--- config.mk ---
export PLATFORM = sky130hd
export DESIGN_NAME = xdma_h2c_desc_sched_flat
export DESIGN_NICKNAME = d
export VERILOG_FILES = /design/src/rtl/xdma_h2c_desc_sched_pkg.sv /design/src/rtl/xdma_h2c_desc_sched_if.sv /design/src/rtl/xdma_route_fifo.sv /design/src/rtl/xdma_h2c_desc_sched.sv /design/src/flat_wrapper.sv
export SDC_FILE = /design/constraint.sdc
export NUM_CORES = 1
export LEC_CHECK = 0
export CAP_MARGIN = 5
export CORE_AREA = 2 2 452 454
export DETAILED_ROUTE_END_ITERATION = 8
export DIE_AREA = 0 0 454 456
export GPL_TIMING_DRIVEN = 1
export SYNTH_ARGS = -nofsm -noshare
export SYNTH_HDL_FRONTEND = slang
export SYNTH_SLANG_ARGS = --single-unit
--- constraint.sdc ---
create_clock -name CLK -period 5.61 [get_ports CLK]
set_input_delay 0.561 -clock CLK [delete_from_list [all_inputs] [get_ports CLK]]
set_output_delay 0.561 -clock CLK [all_outputs]
set_load 0.01 [all_outputs]
--- src/rtl/xdma_h2c_desc_sched_pkg.sv ---
// Shared constants, FSM state type and small helpers for the H2C descriptor scheduler.
// Latency: none (declarations only).
// Backpressure: not applicable.
package xdma_h2c_desc_sched_pkg;

  // Descriptor control word: EOP set, stop and completed bits clear.
  localparam logic [15:0] BYP_CTL_EOP = 16'h0010;

  localparam int DESC_LEN_W  = 28;
  localparam int DESC_ADDR_W = 64;

  typedef enum logic {
    ST_IDLE  = 1'b0,
    ST_ISSUE = 1'b1
  } sched_state_t;

  // Round-robin successor of a granted requester index.
  function automatic int rr_advance(input int id, input int n);
    return (id + 1) % n;
  endfunction

endpackage

--- src/rtl/xdma_h2c_desc_sched_if.sv ---
// Bundles requester, descriptor-bypass and H2C stream signals of the scheduler.
// Latency: none (wiring only).
// Backpressure: req_ready, byp_ready, s_tready and m_tready carry the handshakes.
interface xdma_h2c_desc_sched_if
  import xdma_h2c_desc_sched_pkg::*;
#(
  parameter int N_REQ  = 4,
  parameter int DATA_W = 256
);

  // Requester side
  logic [N_REQ-1:0]             req_valid;
  logic [N_REQ-1:0]             req_ready;
  logic [N_REQ*DESC_ADDR_W-1:0] req_addr;
  logic [N_REQ*DESC_LEN_W-1:0]  req_len;

  // XDMA descriptor bypass side
  logic                         byp_load;
  logic                         byp_ready;
  logic [DESC_ADDR_W-1:0]       byp_src_addr;
  logic [DESC_ADDR_W-1:0]       byp_dst_addr;
  logic [DESC_LEN_W-1:0]        byp_len;
  logic [15:0]                  byp_ctl;

  // XDMA H2C stream in
  logic                         s_tvalid;
  logic                         s_tlast;
  logic [DATA_W-1:0]            s_tdata;
  logic [DATA_W/8-1:0]          s_tkeep;
  logic                         s_tready;

  // Per-requester stream out
  logic [N_REQ-1:0]             m_tvalid;
  logic [N_REQ-1:0]             m_tready;
  logic [DATA_W-1:0]            m_tdata;
  logic [DATA_W/8-1:0]          m_tkeep;
  logic                         m_tlast;

  // Scheduler side
  modport master (
    input  req_valid, req_addr, req_len,
    input  byp_ready,
    input  s_tvalid, s_tlast, s_tdata, s_tkeep,
    input  m_tready,
    output req_ready,
    output byp_load, byp_src_addr, byp_dst_addr, byp_len, byp_ctl,
    output s_tready,
    output m_tvalid, m_tdata, m_tkeep, m_tlast
  );

  // User logic / XDMA side
  modport slave (
    output req_valid, req_addr, req_len,
    output byp_ready,
    output s_tvalid, s_tlast, s_tdata, s_tkeep,
    output m_tready,
    input  req_ready,
    input  byp_load, byp_src_addr, byp_dst_addr, byp_len, byp_ctl,
    input  s_tready,
    input  m_tvalid, m_tdata, m_tkeep, m_tlast
  );

endinterface

--- src/rtl/xdma_route_fifo.sv ---
// Ordered queue of requester ids for descriptors whose stream packet has not yet ended.
// Latency: head valid the cycle after a push into an empty queue; pop takes effect at the edge.
// Backpressure: push ignored when full unless a pop happens in the same cycle; pop ignored when empty.
module xdma_route_fifo #(
  parameter int W     = 2,
  parameter int DEPTH = 8
) (
  input  logic                      clk,
  input  logic                      rst_n,
  input  logic                      push,
  input  logic [W-1:0]              push_id,
  input  logic                      pop,
  output logic [W-1:0]              head,
  output logic                      full,
  output logic                      empty,
  output logic [$clog2(DEPTH):0]    count
);

  localparam int PTR_W = $clog2(DEPTH);

  logic [W-1:0]     mem [DEPTH];
  logic [PTR_W-1:0] wr_ptr;
  logic [PTR_W-1:0] rd_ptr;
  logic [PTR_W:0]   cnt;
  logic             do_push;
  logic             do_pop;

  assign full    = (cnt == (PTR_W+1)'(DEPTH));
  assign empty   = (cnt == '0);
  assign count   = cnt;
  assign head    = mem[rd_ptr];
  assign do_pop  = pop && !empty;
  assign do_push = push && (!full || pop);

  // Pointer and occupancy tracking; DEPTH is a power of two so pointers wrap naturally.
  always_ff @(posedge clk) begin
    if (!rst_n) begin
      wr_ptr <= '0;
      rd_ptr <= '0;
      cnt    <= '0;
    end else begin
      if (do_push) wr_ptr <= wr_ptr + 1'b1;
      if (do_pop)  rd_ptr <= rd_ptr + 1'b1;
      case ({do_push, do_pop})
        2'b10:   cnt <= cnt + 1'b1;
        2'b01:   cnt <= cnt - 1'b1;
        default: cnt <= cnt;
      endcase
    end
  end

  // Id storage; contents are meaningless while empty so no reset is needed.
  always_ff @(posedge clk) begin
    if (do_push) mem[wr_ptr] <= push_id;
  end

endmodule

--- src/rtl/xdma_h2c_desc_sched.sv ---
// Round-robin sharing of the XDMA H2C descriptor bypass among N_REQ requesters, routing returned packets back.
// Latency: grant to byp_load 1 cycle (1 descriptor per 2 cycles peak); stream s_* to m_* combinational.
// Backpressure: no grant while a descriptor awaits byp_ready or ROUTE_DEPTH are outstanding; s_tready = m_tready of routed requester.
module xdma_h2c_desc_sched
  import xdma_h2c_desc_sched_pkg::*;
#(
  parameter int N_REQ       = 4,
  parameter int ROUTE_DEPTH = 8,
  parameter int DATA_W      = 256
) (
  input  logic                          CLK,
  input  logic                          RST_N,
  xdma_h2c_desc_sched_if.master         bus,
  output logic [$clog2(ROUTE_DEPTH):0]  outstanding,
  output logic                          err_zero_len
);

  // N_REQ >= 2 keeps ID_W non-zero; ROUTE_DEPTH must be a power of two.
  localparam int ID_W  = $clog2(N_REQ);
  localparam int CNT_W = $clog2(ROUTE_DEPTH) + 1;

  sched_state_t           state;
  logic [ID_W-1:0]        rr;
  logic [ID_W-1:0]        cur_id;
  logic [ID_W-1:0]        grant_id;
  logic                   grant_any;
  logic                   can_grant;
  logic [DESC_ADDR_W-1:0] grant_addr;
  logic [DESC_LEN_W-1:0]  grant_len;
  logic                   route_push;
  logic                   route_pop;
  logic [ID_W-1:0]        route_head;
  logic                   route_full;
  logic                   route_empty;
  logic [CNT_W-1:0]       fifo_cnt;
  logic [DATA_W-1:0]      data_bcast;

  // Search downward so the lowest offset from rr wins: first valid requester at or after rr.
  always_comb begin
    grant_any = 1'b0;
    grant_id  = '0;
    for (int k = N_REQ - 1; k >= 0; k--) begin
      if (bus.req_valid[(int'(rr) + k) % N_REQ]) begin
        grant_any = 1'b1;
        grant_id  = ID_W'((int'(rr) + k) % N_REQ);
      end
    end
  end

  assign grant_addr = bus.req_addr[int'(grant_id)*DESC_ADDR_W +: DESC_ADDR_W];
  assign grant_len  = bus.req_len[int'(grant_id)*DESC_LEN_W +: DESC_LEN_W];

  // The descriptor sitting in ISSUE holds one reserved route slot until it is loaded.
  assign outstanding = fifo_cnt + CNT_W'(state == ST_ISSUE);

  // Reset gates the grant so req_ready is quiet while RST_N is held low.
  assign can_grant = RST_N && (state == ST_IDLE) && grant_any && !route_full &&
                     (outstanding < CNT_W'(ROUTE_DEPTH));

  // Combinational accept strobe to the granted requester only.
  always_comb begin
    bus.req_ready = '0;
    if (can_grant) bus.req_ready[grant_id] = 1'b1;
  end

  // Issue FSM: latch the granted request, hold byp_load until XDMA takes it.
  always_ff @(posedge CLK) begin
    if (!RST_N) begin
      state            <= ST_IDLE;
      rr               <= '0;
      cur_id           <= '0;
      bus.byp_load     <= 1'b0;
      bus.byp_src_addr <= '0;
      bus.byp_len      <= '0;
      bus.byp_ctl      <= '0;
      err_zero_len     <= 1'b0;
    end else begin
      err_zero_len <= 1'b0;
      case (state)
        ST_IDLE: begin
          if (can_grant) begin
            rr <= ID_W'(rr_advance(int'(grant_id), N_REQ));
            if (grant_len == '0) begin
              // Zero-length descriptors are consumed and flagged, never sent to XDMA.
              err_zero_len <= 1'b1;
            end else begin
              state            <= ST_ISSUE;
              cur_id           <= grant_id;
              bus.byp_load     <= 1'b1;
              bus.byp_src_addr <= grant_addr;
              bus.byp_len      <= grant_len;
              bus.byp_ctl      <= BYP_CTL_EOP;
            end
          end
        end
        ST_ISSUE: begin
          if (bus.byp_ready) begin
            state        <= ST_IDLE;
            bus.byp_load <= 1'b0;
          end
        end
        default: state <= ST_IDLE;
      endcase
    end
  end

  // Stream mode: XDMA ignores the destination address.
  assign bus.byp_dst_addr = '0;

  // The loaded descriptor moves from reserved to queued in the same cycle.
  assign route_push = (state == ST_ISSUE) && bus.byp_ready;

  xdma_route_fifo #(
    .W     (ID_W),
    .DEPTH (ROUTE_DEPTH)
  ) u_route_fifo (
    .clk     (CLK),
    .rst_n   (RST_N),
    .push    (route_push),
    .push_id (cur_id),
    .pop     (route_pop),
    .head    (route_head),
    .full    (route_full),
    .empty   (route_empty),
    .count   (fifo_cnt)
  );

  // Steer valid/ready between the XDMA stream and the requester at the head of the route queue.
  always_comb begin
    bus.m_tvalid = '0;
    bus.s_tready = 1'b0;
    if (!route_empty) begin
      bus.m_tvalid[route_head] = bus.s_tvalid;
      bus.s_tready             = bus.m_tready[route_head];
    end
  end

  // A packet ends on its accepted tlast beat, retiring its route entry.
  assign route_pop = bus.s_tvalid && bus.s_tready && bus.s_tlast;

  assign data_bcast  = bus.s_tdata;
  assign bus.m_tdata = data_bcast;
  assign bus.m_tkeep = bus.s_tkeep;
  assign bus.m_tlast = bus.s_tlast;

endmodule

--- src/flat_wrapper.sv ---
// flat-port wrapper written by rule: the top's interface ports become plain ports
module xdma_h2c_desc_sched_flat import xdma_h2c_desc_sched_pkg::*;
#(
  parameter int N_REQ       = 4,
  parameter int ROUTE_DEPTH = 8,
  parameter int DATA_W      = 256
)
  (CLK, RST_N, outstanding, err_zero_len, bus_req_valid, bus_req_addr, bus_req_len, bus_byp_ready, bus_s_tvalid, bus_s_tlast, bus_s_tdata, bus_s_tkeep, bus_m_tready, bus_req_ready, bus_byp_load, bus_byp_src_addr, bus_byp_dst_addr, bus_byp_len, bus_byp_ctl, bus_s_tready, bus_m_tvalid, bus_m_tdata, bus_m_tkeep, bus_m_tlast);
  xdma_h2c_desc_sched_if #(.N_REQ(N_REQ), .DATA_W(DATA_W)) bus_i ();
  input  logic CLK;
  input  logic RST_N;
  output logic [$clog2(ROUTE_DEPTH):0] outstanding;
  output logic err_zero_len;
  input wire logic [$bits(bus_i.req_valid)-1:0] bus_req_valid;
  input wire logic [$bits(bus_i.req_addr)-1:0] bus_req_addr;
  input wire logic [$bits(bus_i.req_len)-1:0] bus_req_len;
  input wire logic [$bits(bus_i.byp_ready)-1:0] bus_byp_ready;
  input wire logic [$bits(bus_i.s_tvalid)-1:0] bus_s_tvalid;
  input wire logic [$bits(bus_i.s_tlast)-1:0] bus_s_tlast;
  input wire logic [$bits(bus_i.s_tdata)-1:0] bus_s_tdata;
  input wire logic [$bits(bus_i.s_tkeep)-1:0] bus_s_tkeep;
  input wire logic [$bits(bus_i.m_tready)-1:0] bus_m_tready;
  output wire logic [$bits(bus_i.req_ready)-1:0] bus_req_ready;
  output wire logic [$bits(bus_i.byp_load)-1:0] bus_byp_load;
  output wire logic [$bits(bus_i.byp_src_addr)-1:0] bus_byp_src_addr;
  output wire logic [$bits(bus_i.byp_dst_addr)-1:0] bus_byp_dst_addr;
  output wire logic [$bits(bus_i.byp_len)-1:0] bus_byp_len;
  output wire logic [$bits(bus_i.byp_ctl)-1:0] bus_byp_ctl;
  output wire logic [$bits(bus_i.s_tready)-1:0] bus_s_tready;
  output wire logic [$bits(bus_i.m_tvalid)-1:0] bus_m_tvalid;
  output wire logic [$bits(bus_i.m_tdata)-1:0] bus_m_tdata;
  output wire logic [$bits(bus_i.m_tkeep)-1:0] bus_m_tkeep;
  output wire logic [$bits(bus_i.m_tlast)-1:0] bus_m_tlast;
  assign bus_i.req_valid = bus_req_valid;
  assign bus_i.req_addr = bus_req_addr;
  assign bus_i.req_len = bus_req_len;
  assign bus_i.byp_ready = bus_byp_ready;
  assign bus_i.s_tvalid = bus_s_tvalid;
  assign bus_i.s_tlast = bus_s_tlast;
  assign bus_i.s_tdata = bus_s_tdata;
  assign bus_i.s_tkeep = bus_s_tkeep;
  assign bus_i.m_tready = bus_m_tready;
  assign bus_req_ready = bus_i.req_ready;
  assign bus_byp_load = bus_i.byp_load;
  assign bus_byp_src_addr = bus_i.byp_src_addr;
  assign bus_byp_dst_addr = bus_i.byp_dst_addr;
  assign bus_byp_len = bus_i.byp_len;
  assign bus_byp_ctl = bus_i.byp_ctl;
  assign bus_s_tready = bus_i.s_tready;
  assign bus_m_tvalid = bus_i.m_tvalid;
  assign bus_m_tdata = bus_i.m_tdata;
  assign bus_m_tkeep = bus_i.m_tkeep;
  assign bus_m_tlast = bus_i.m_tlast;
  xdma_h2c_desc_sched #(.N_REQ(N_REQ), .ROUTE_DEPTH(ROUTE_DEPTH), .DATA_W(DATA_W)) u_core (.CLK(CLK), .RST_N(RST_N), .bus(bus_i), .outstanding(outstanding), .err_zero_len(err_zero_len));
endmodule
# Yosys cells after proc, flatten, opt, wreduce, memory -nomap -nowiden

Memory sizes are Yosys's and may differ from the RTL's. A register that Yosys moved wholly into a read port is not among the register bits.
Cells that the tools add are included.
Widths: inputs -> output; s select.

Input port bits: 669
Bits in registers: 110
Memories kept: 1
Bits in writable memories: 16

Memory list:

| memory                  | depth | width | read ports | clocked after memory_dff | wr ports | RTL line              | RTL |
|---|---|---|---|---|---|---|---|
| u_core.u_route_fifo.mem | 8     | 2     | 1          | 1                        | 1        | xdma_route_fifo.sv:21 | `logic [W-1:0] mem [DEPTH];` |

Muxes and demuxes: 42
Magnitude comparators: 9
Bitwise operators: 8
Shift operators: 2
$mul: 1
Reductions and logical operators: 24
Eq/ne operators: 6
Add/sub/neg operators: 9

Operators with widths:

| operator            | number |
|---|---|
| $shiftx 256x9->64   | 1 |
| $shiftx 112x32->28  | 1 |
| $logic_not 28->1    | 1 |
| $mux 1              | 24 |
| $lt 3x4->1 const B  | 3 |
| $logic_and 1x1->1   | 11 |
| $bmux 1 s2          | 5 |
| $lt 2x3->1 const B  | 3 |
| $mux 2              | 4 |
| $mux 4              | 2 |
| $pmux 4 s2          | 1 |
| $add 3x1->3 const B | 2 |
| $mux 3              | 2 |
| $reduce_and 3->1    | 2 |
| $reduce_or 2->1     | 3 |
| $mul 2x3->5 const B | 1 |
| $add 2x1->2 const B | 2 |
| $add 2x2->2 const B | 2 |
| $add 4x1->4         | 1 |
| $add 4x1->4 const B | 1 |
| $and 4x4->4         | 1 |
| $demux 1 s2         | 2 |
| $eq 4x4->1 const B  | 1 |
| $ge 2x1->1 const B  | 2 |
| other kinds (15)    | 23 |

# Longest topological paths before layout

Gate-level depths: netlist (run 1).

Word-level depth: 16
Mapped depth: 15
Gate-level depth less buffers: 13

# Modules after synthesis

A second synthesis (run 1) with hierarchy kept.

Cell total of the unflattened synthesis: 1529
Area total of the unflattened synthesis: 11143.2 um2

Modules (own cells, without submodules):

| module              | times used | area each (um2) | cells an instance |
|---|---|---|---|
| xdma_h2c_desc_sched | 1          | 9849.4          | 1434 |
| xdma_route_fifo     | 1          | 1293.7          | 95 |

# Least setup slack after synthesis (run 1)

OpenSTA, ideal clock, no wires.

Path kind: register to register
From: register with a tool-made name
To: register u_core.u_route_fifo.cnt[2], in the netlist u_core.u_route_fifo.count[2]
Clock period less this slack: 3.620 ns
Buffers on the path: 0
Arrival time: 3.545 ns
Slack: 1.990 ns
Stages on the path, launching flop included: 14
Data required time: 5.534 ns
Path through: dfxtp_1 > mux4_2 > mux2_2 > mux4_2 > nand4_1 > a31oi_1 > inv_1 > ha_1 > xor2_1 > ha_1 > a21oi_1 > xor2_1 > or3_1 > a21boi_0

RTL lines:

| what                   | RTL line              | RTL |
|---|---|---|
| end signal: assignment | xdma_route_fifo.sv:45 | `2'b10: cnt <= cnt + 1'b1;` |
| end signal: assignment | xdma_route_fifo.sv:46 | `2'b01: cnt <= cnt - 1'b1;` |
| end signal: assignment | xdma_route_fifo.sv:47 | `default: cnt <= cnt;` |
| end: declaration       | xdma_route_fifo.sv:24 | `logic [PTR_W:0] cnt;` |

# Worst setup path in the final report (run 1)

From: input port bus_req_valid[2]
To: register u_core.bus.byp_src_addr[19]

Cells in the longest elaborated chain, start to end: 12

Ends and longest elaborated chain:

| what                                       | RTL line                     | RTL |
|---|---|---|
| start: declaration                         | flat_wrapper.sv:14           | `input wire logic [$bits(bus_i.req_valid)-1:0] bus_req_valid;` |
| $bmux 1 s2                                 | xdma_h2c_desc_sched.sv:43    | `if (bus.req_valid[(int'(rr) + k) % N_REQ]) begin` |
| $mux 1 (not written as such) (2 in series) | xdma_h2c_desc_sched.sv:43    |  |
| $mux 2 (4 in series)                       | xdma_h2c_desc_sched.sv:43    |  |
| $mul 2x3->5                                | xdma_h2c_desc_sched.sv:51    | `assign grant_len = bus.req_len[int'(grant_id)*DESC_LEN_W +: DESC_LEN_W];` |
| $shiftx 112x32->28                         | xdma_h2c_desc_sched.sv:51    |  |
| $logic_not 28->1                           | xdma_h2c_desc_sched.sv:83    | `if (grant_len == '0) begin` |
| $not 1->1 (no source line)                 | -                            |  |
| $reduce_and 3->1 (no source line)          | -                            |  |
| end signal: assignment                     | xdma_h2c_desc_sched.sv:90    | `bus.byp_src_addr <= grant_addr;` |
| end: declaration                           | xdma_h2c_desc_sched_if.sv:46 | `output byp_load, byp_src_addr, byp_dst_addr, byp_len, byp_ctl,` |

Parallel ways exist; a longest one is shown, timed or not. The select of a mux whose other input is x is not followed.
A chain may end at the register's enable or synchronous reset.

==> impl_metrics.toml, run 1 <==
[run_status]
status = "finished clean"

[timing]
hold_viol = 0
setup_slack_ns = 1.14
fin_crit_ns = 4.47
rsz0062_at_grt = "no"
fin_crit_sh_pct = 79.7
setup_viol = 0
tightest_slew_ns = 0.906
whs_ns = 0.460
clock_skew_ns = 0.0195
relSlewSlack_pct = 39.6
finalSetupTns_ns = 0
report.final.slew_viol_count = 0
fmax_ghz = 0.224

[hold_path]
hold_class = "reg2reg"

[power]
p_switching_w = 0.00185
pwr-share-comb_pct = 44.8
power_w = 0.00448
intPower_w = 0.00263
clkPwrFrac_pct = 28.0
p_per_area_nw_per_um2 = 260
vdd_ir_drop_max_mv = 0.176
p_leak_nw = 5.86
swShare_pct = 41.3
seq_power_share_pct = 27.2

[detailed_routing]
drt_iter0_drc = 1243
drc_errors = 0
vias_per_cell = 2.66
vias = 11500
ant_nets = 0
drt_first_pass_iters = 5
wl_mm = 123
wl_per_cell_um = 28.4

[setup_path]
crit_fanout = 45
crit_arrival_ns = 4.91
path_cells = "clkdlybuf4s50_1 -> and2b_1 -> a311oi_4 -> buf_4 -> or2_4 -> buf_4 -> a211oi_1 -> o22ai_1 -> or4_1 -> nor4_4 -> nor2_4 -> buf_12 -> mux2i_1"
cp_slowest_cell = "nor2_4"
critPathKind = "in2reg"
cp-end-kind = "flop"
critPathMostFrequentCell = "buf_4"
max_stage_delay_ns = 0.65
crit_path_start_kind = "input pin"
cp.required_ns = 6.05

[layout]
synthToLayoutAreaGrowth_pct = 57.2
regArea_um2 = 2740
design_area_um2 = 17200
final_cell_mix = "clkdlybuf4s50_1 (488), nand2_1 (417), nand3_1 (133), dfxtp_1 (113), conb_1 (79)"
nNetsFinal = 2310
final_common_cell = "clkdlybuf4s50_1"
multi_input_area_um2 = 5330
nFillCells = 23500
drive_above_1_share_pct = 4.44

[clocking]
ctsHoldBuffers = 0
cts_inserted_buffers = 17
clkTransAtPathRegs_ns = 0.08
cts_setup_buffers = 0
cts_buffer_depth = 2
clock_latency_ns = 0.52
tritoncts = "done"
cts_max_level = 4
cts_sinks = 129
cts-resized-gates = 0
cts-root-buf = "clkbuf_16"

[synth]
synth-edff-count = 16
synth_seq_area_share_pct = 25.1
synth_area_um2 = 10900
synth_area_per_cell_um2 = 7.37
yosysWarningCount = 0
synth-seq-cells = 129
yosysTopAreaCell = "buf_4"
synth_cells = 1485
ys_types = 45
synth.area.top_cells = "buf_4 (25%), dfxtp_1 (21%), nand2_1 (14%)"
ys.flop_type = "dfxtp_1"
synth_top_area_share_pct = 25.4
synthArstFlopShare_pct = 0

[floorplanning]
core_um2 = 202000
rows = 165
fp.dieH_um = 456
start_util_pct = 5.43
die_w_um = 454
ioPinCount = 1145
die-area_um2 = 207000

[place]
place_area_um2 = 16500
io_buffers = 489
hpwl_mm = 111
gp_congestion = 0.859
post-place-ws_ns = 0.454

[global_routing]
grt_pass1_vias = 10700
antenna_found_initial = 104
grt_max_degree = 129
grt.overflow.total = 0
grt_first_pass_wirelength_mm = 146
grtUsageTotal_pct = 11.5

[run]
maxCapViolCount = 0
-- critical path, delay by kind of cell --
kind                   cells  cell delay (ns)
AO/OA/AOI/OAI              3             0.84
buffers and inverters      4             1.63
multiplexers               1             0.26
AND/OR/NAND/NOR            5             1.46
-- layer usage --
metal | part of all wire [%] | up-vias | track usage (%)
met1 | 28 | 5228 | 9.47
li1 | - | 4821 | -
met3 | 23 | 272 | 12.0
met2 | 45 | 1123 | 18.2
met5 | 0.51 | - | 0.210
met4 | 3.3 | 92 | 3.69
-- area by class of cell --
class,instances,area share (%)
clock buffer,17,2.47
sequential,129,15.9
inverter,8,0.218
timing repair buffer,510,29.6
clock inverter,15,1.08
antenna,21,0.305
tap,2672,19.4
multi-input combinational,964,31.0
-- cells by family (layout without fill, tap and decap cells) --
kind of cell	Yosys count	after routing	share of synthesized area, %
muxes	87	87	8.60
buffers and inverters	470	550	29.3
DFF	129	129	25.1
xor gates and xnor gates	10	10	0.800
other	1	100	0.0343
and+or+nand+nor	661	661	27.4
adders and majority gates	11	11	1.26
AOI/OAI and AO/OA	116	116	7.53
-- final timing paths --
check,startpoint,to,slack (ns),depth (start not counted)
setup / recovery,bus_req_valid[2],u_core.bus.byp_src_addr[19],1.14,13
hold reg to reg,u_core.bus.byp_src_addr[29],u_core.bus.byp_src_addr[29],0.46,2
hold / removal,u_core.bus.byp_src_addr[29],u_core.bus.byp_src_addr[29],0.46,2
setup reg to reg,flop,u_core.u_route_fifo.count[2],1.17,13
-- registers in the layout (all words and copies together) (netlist names), named ones only --
register / count
u_core.u_route_fifo.rd_ptr: 3
u_core.rr: 2
u_core.bus.byp_src_addr: 64
u_core.bus.byp_ctl: 1
u_core.state: 1
u_core.bus.byp_load: 1
u_core.u_route_fifo.count: 4
u_core.u_route_fifo.mem: 16
u_core.err_zero_len: 1
u_core.cur_id: 2
u_core.u_route_fifo.wr_ptr: 3
u_core.bus.byp_len: 28
-- stage by stage --
stage	util, %	instances
floorplan	-	1563
global placement	8.20	4283
detailed placement	8.20	4283
CTS	8.50	4315
global route	8.51	4318
finish	8.53	4336
-- Yosys cell counts, types with 2 or more instances --
cell,count
nand2_1,417
buf_4,371
nand3_1,133
dfxtp_1,113
mux2i_1,76
clkbuf_1,65
nor3b_1,52
a211oi_1,48
edfxtp_1,16
o21ai_0,16
o22ai_1,16
and2_1,13
or3_1,13
o32ai_1,12
buf_2,11
ha_1,11
buf_1,10
a21boi_1,9
nor2_1,8
inv_1,7
mux2_2,6
xor2_1,6
a21boi_0,5
buf_6,5
mux4_2,5
a21oi_1,4
nand2b_1,4
nor2b_1,4
or4_1,4
xnor2_1,4
nor3_1,3
o21a_1,3
nand3b_1,2
nand4_1,2
-- power by group through the flow --
stage	logic [W]	registers (W)	clock network [W]
3_3_place_gp	0.00204	0.00123	0
6_report	0.00201	0.00122	0.00125
5_1_grt	0.00217	0.00123	0.00135
2_1_floorplan	0.00108	0.00127	0
4_1_cts	0.00206	0.00121	0.00132
3_5_place_dp	0.00205	0.00123	0
Power figures use the tool's default switching activity.
==> run 2, diff against run 1 <==
--- a/config.mk
+++ b/config.mk
@@ -6,9 +6,9 @@
 export NUM_CORES = 1
 export LEC_CHECK = 0
 export CAP_MARGIN = 5
-export CORE_AREA = 2 2 452 454
+export CORE_AREA = 2 2 441 443
 export DETAILED_ROUTE_END_ITERATION = 8
-export DIE_AREA = 0 0 454 456
+export DIE_AREA = 0 0 443 445
 export GPL_TIMING_DRIVEN = 1
 export SYNTH_ARGS = -nofsm -noshare
 export SYNTH_HDL_FRONTEND = slang
==> constraint.sdc (replaced) <==
create_clock -name CLK -period 4.5 [get_ports CLK]
set_input_delay 0.45 -clock CLK [delete_from_list [all_inputs] [get_ports CLK]]
set_output_delay 0.45 -clock CLK [all_outputs]
set_load 0.01 [all_outputs]
==> run 2 against run 1 <==
Effect of this change:
- clock skew up 0.0039 ns
- die area is 4.8% lower
- highest routed layer unchanged
- clock-buffer cell count stayed put
==> impl_metrics.toml, run 2 (same netlist as run 1, synthesis figures left out) <==
[setup_path]
path_buf_inv = 4
crit_arrival_ns = 4.38
crit_family = "simple AND/OR/NAND/NOR gates"
path_cells = "clkdlybuf4s50_1 -> and2b_1 -> a311oi_4 -> buf_12 -> buf_12 -> nor3b_1 -> a211oi_1 -> o22ai_1 -> or4_1 -> nor4_4 -> nor2_4 -> buf_12 -> mux2i_1"
crit_fanout = 43
max_stage_delay_ns = 0.63
cp-end-kind = "flop"
cp.required_ns = 4.89
critPathKind = "in2reg"
cp_slowest_cell = "or4_1"
crit_path_start_kind = "input pin"
critPathMostFrequentCell = "buf_12"

[floorplanning]
start_util_pct = 5.70
die_w_um = 443
rows = 161
fp.dieH_um = 445
ioPinCount = 1145
core_um2 = 192000
die-area_um2 = 197000

[clocking]
clock_latency_ns = 0.52
clkTransAtPathRegs_ns = 0.07
cts_buffer_depth = 2
cts-root-buf = "clkbuf_16"
tritoncts = "done"
cts_max_level = 4
cts_inserted_buffers = 17
cts_setup_buffers = 0
ctsHoldBuffers = 0
cts-resized-gates = 0
cts_sinks = 129

[global_routing]
grt_pass1_vias = 10500
antenna_found_initial = 91
grt.overflow.total = 0
grt_max_degree = 76
grt_first_pass_wirelength_mm = 142
grtUsageTotal_pct = 11.6

[detailed_routing]
vias = 11400
wl_mm = 120
wl_per_cell_um = 28.5
vias_per_cell = 2.72
ant_nets = 0
drt_first_pass_iters = 7
drc_errors = 0
drt_iter0_drc = 997

[timing]
relSlewSlack_pct = 40.4
rsz0062_at_grt = "no"
clock_skew_ns = 0.0233
setup_slack_ns = 0.512
tightest_slew_ns = 0.894
report.final.slew_viol_count = 0
fmax_ghz = 0.251
finalSetupTns_ns = 0
hold_viol = 0
fin_crit_ns = 3.99
setup_viol = 0
fin_crit_sh_pct = 88.6

[layout]
synthToLayoutAreaGrowth_pct = 56.9
largest_register_ffs = 64
largest_register = "u_core.bus.byp_src_addr"
nNetsFinal = 2319
final_cell_mix = "clkdlybuf4s50_1 (488), nand2_1 (417), nand3_1 (133), dfxtp_1 (113), conb_1 (79)"
final_common_cell = "clkdlybuf4s50_1"
drive_above_1_share_pct = 4.90
reg_top3 = "u_core.bus.byp_src_addr: 64 flops, u_core.bus.byp_len: 28 flops, u_core.u_route_fifo.mem: 16 flops"

[place]
hpwl_mm = 108
gp_congestion = 0.845
post-place-ws_ns = -0.105
io_buffers = 489

[hold_path]
hold_class = "in2reg"

[power]
vdd_ir_drop_max_mv = 0.310
power_w = 0.00565
p_leak_nw = 5.94
p_per_area_nw_per_um2 = 329

[run_status]
status = "finished clean"

[run]
maxCapViolCount = 0
-- run 2: changes by cell type in the layout (fill, tap and decap cells not counted), sizes merged --
cell	before	now
buf	22	31
bufinv	2	3
clkinv	1	4
clkinvlp	2	1
diode	21	26
inv	18	15
-- run 2: worst paths after layout --
kind                                from                           to  slack (ns)  cells after the start
min reg2reg  u_core.bus.byp_src_addr[63]  u_core.bus.byp_src_addr[63]        0.46                      2
min                                RST_N        u_core.bus.byp_ctl[4]        0.38                      2
max reg2reg                 u_core.rr[1]  u_core.bus.byp_src_addr[50]        0.56                     12
max                     bus_req_valid[2]  u_core.bus.byp_src_addr[50]        0.51                     13
-- run 2: cell type report --
| cell class | count | area [µm²] |
|---|---|---|
| fill | 22400 | 175000 |
| multi-input combinational | 964 | 5330 |
| timing repair buffer | 519 | 5220 |
| tap | 2526 | 3160 |
| sequential | 129 | 2740 |
| clock buffer | 17 | 425 |
| clock inverter | 15 | 196 |
| antenna | 26 | 65.1 |
| inverter | 8 | 37.5 |
-- run 2: metal layers --
metal / track usage, % / share of wire, %
met4: 4.11 / 3.5
met5: 0.733 / 0.51
met2: 18.8 / 46
met3: 12.8 / 23
met1: 8.87 / 26
-- run 2: stage by stage --
stage          instance area, µm²  utilization, %  cells  hold WS, ns
2_1_floorplan               11200               -   1563        0.467
3_3_place_gp                16500            8.59   4146        0.443
3_5_place_dp                16500            8.59   4146        0.447
4_1_cts                     17100            8.91   4178        0.340
5_1_grt                     17100            8.92   4187        0.364
6_report                    17200            8.95   4204        0.376
-- run 2: report_power, final --
part           internal (W)  switching (W)
clock network      0.000888       0.000722
logic               0.00109        0.00144
registers           0.00137       0.000134
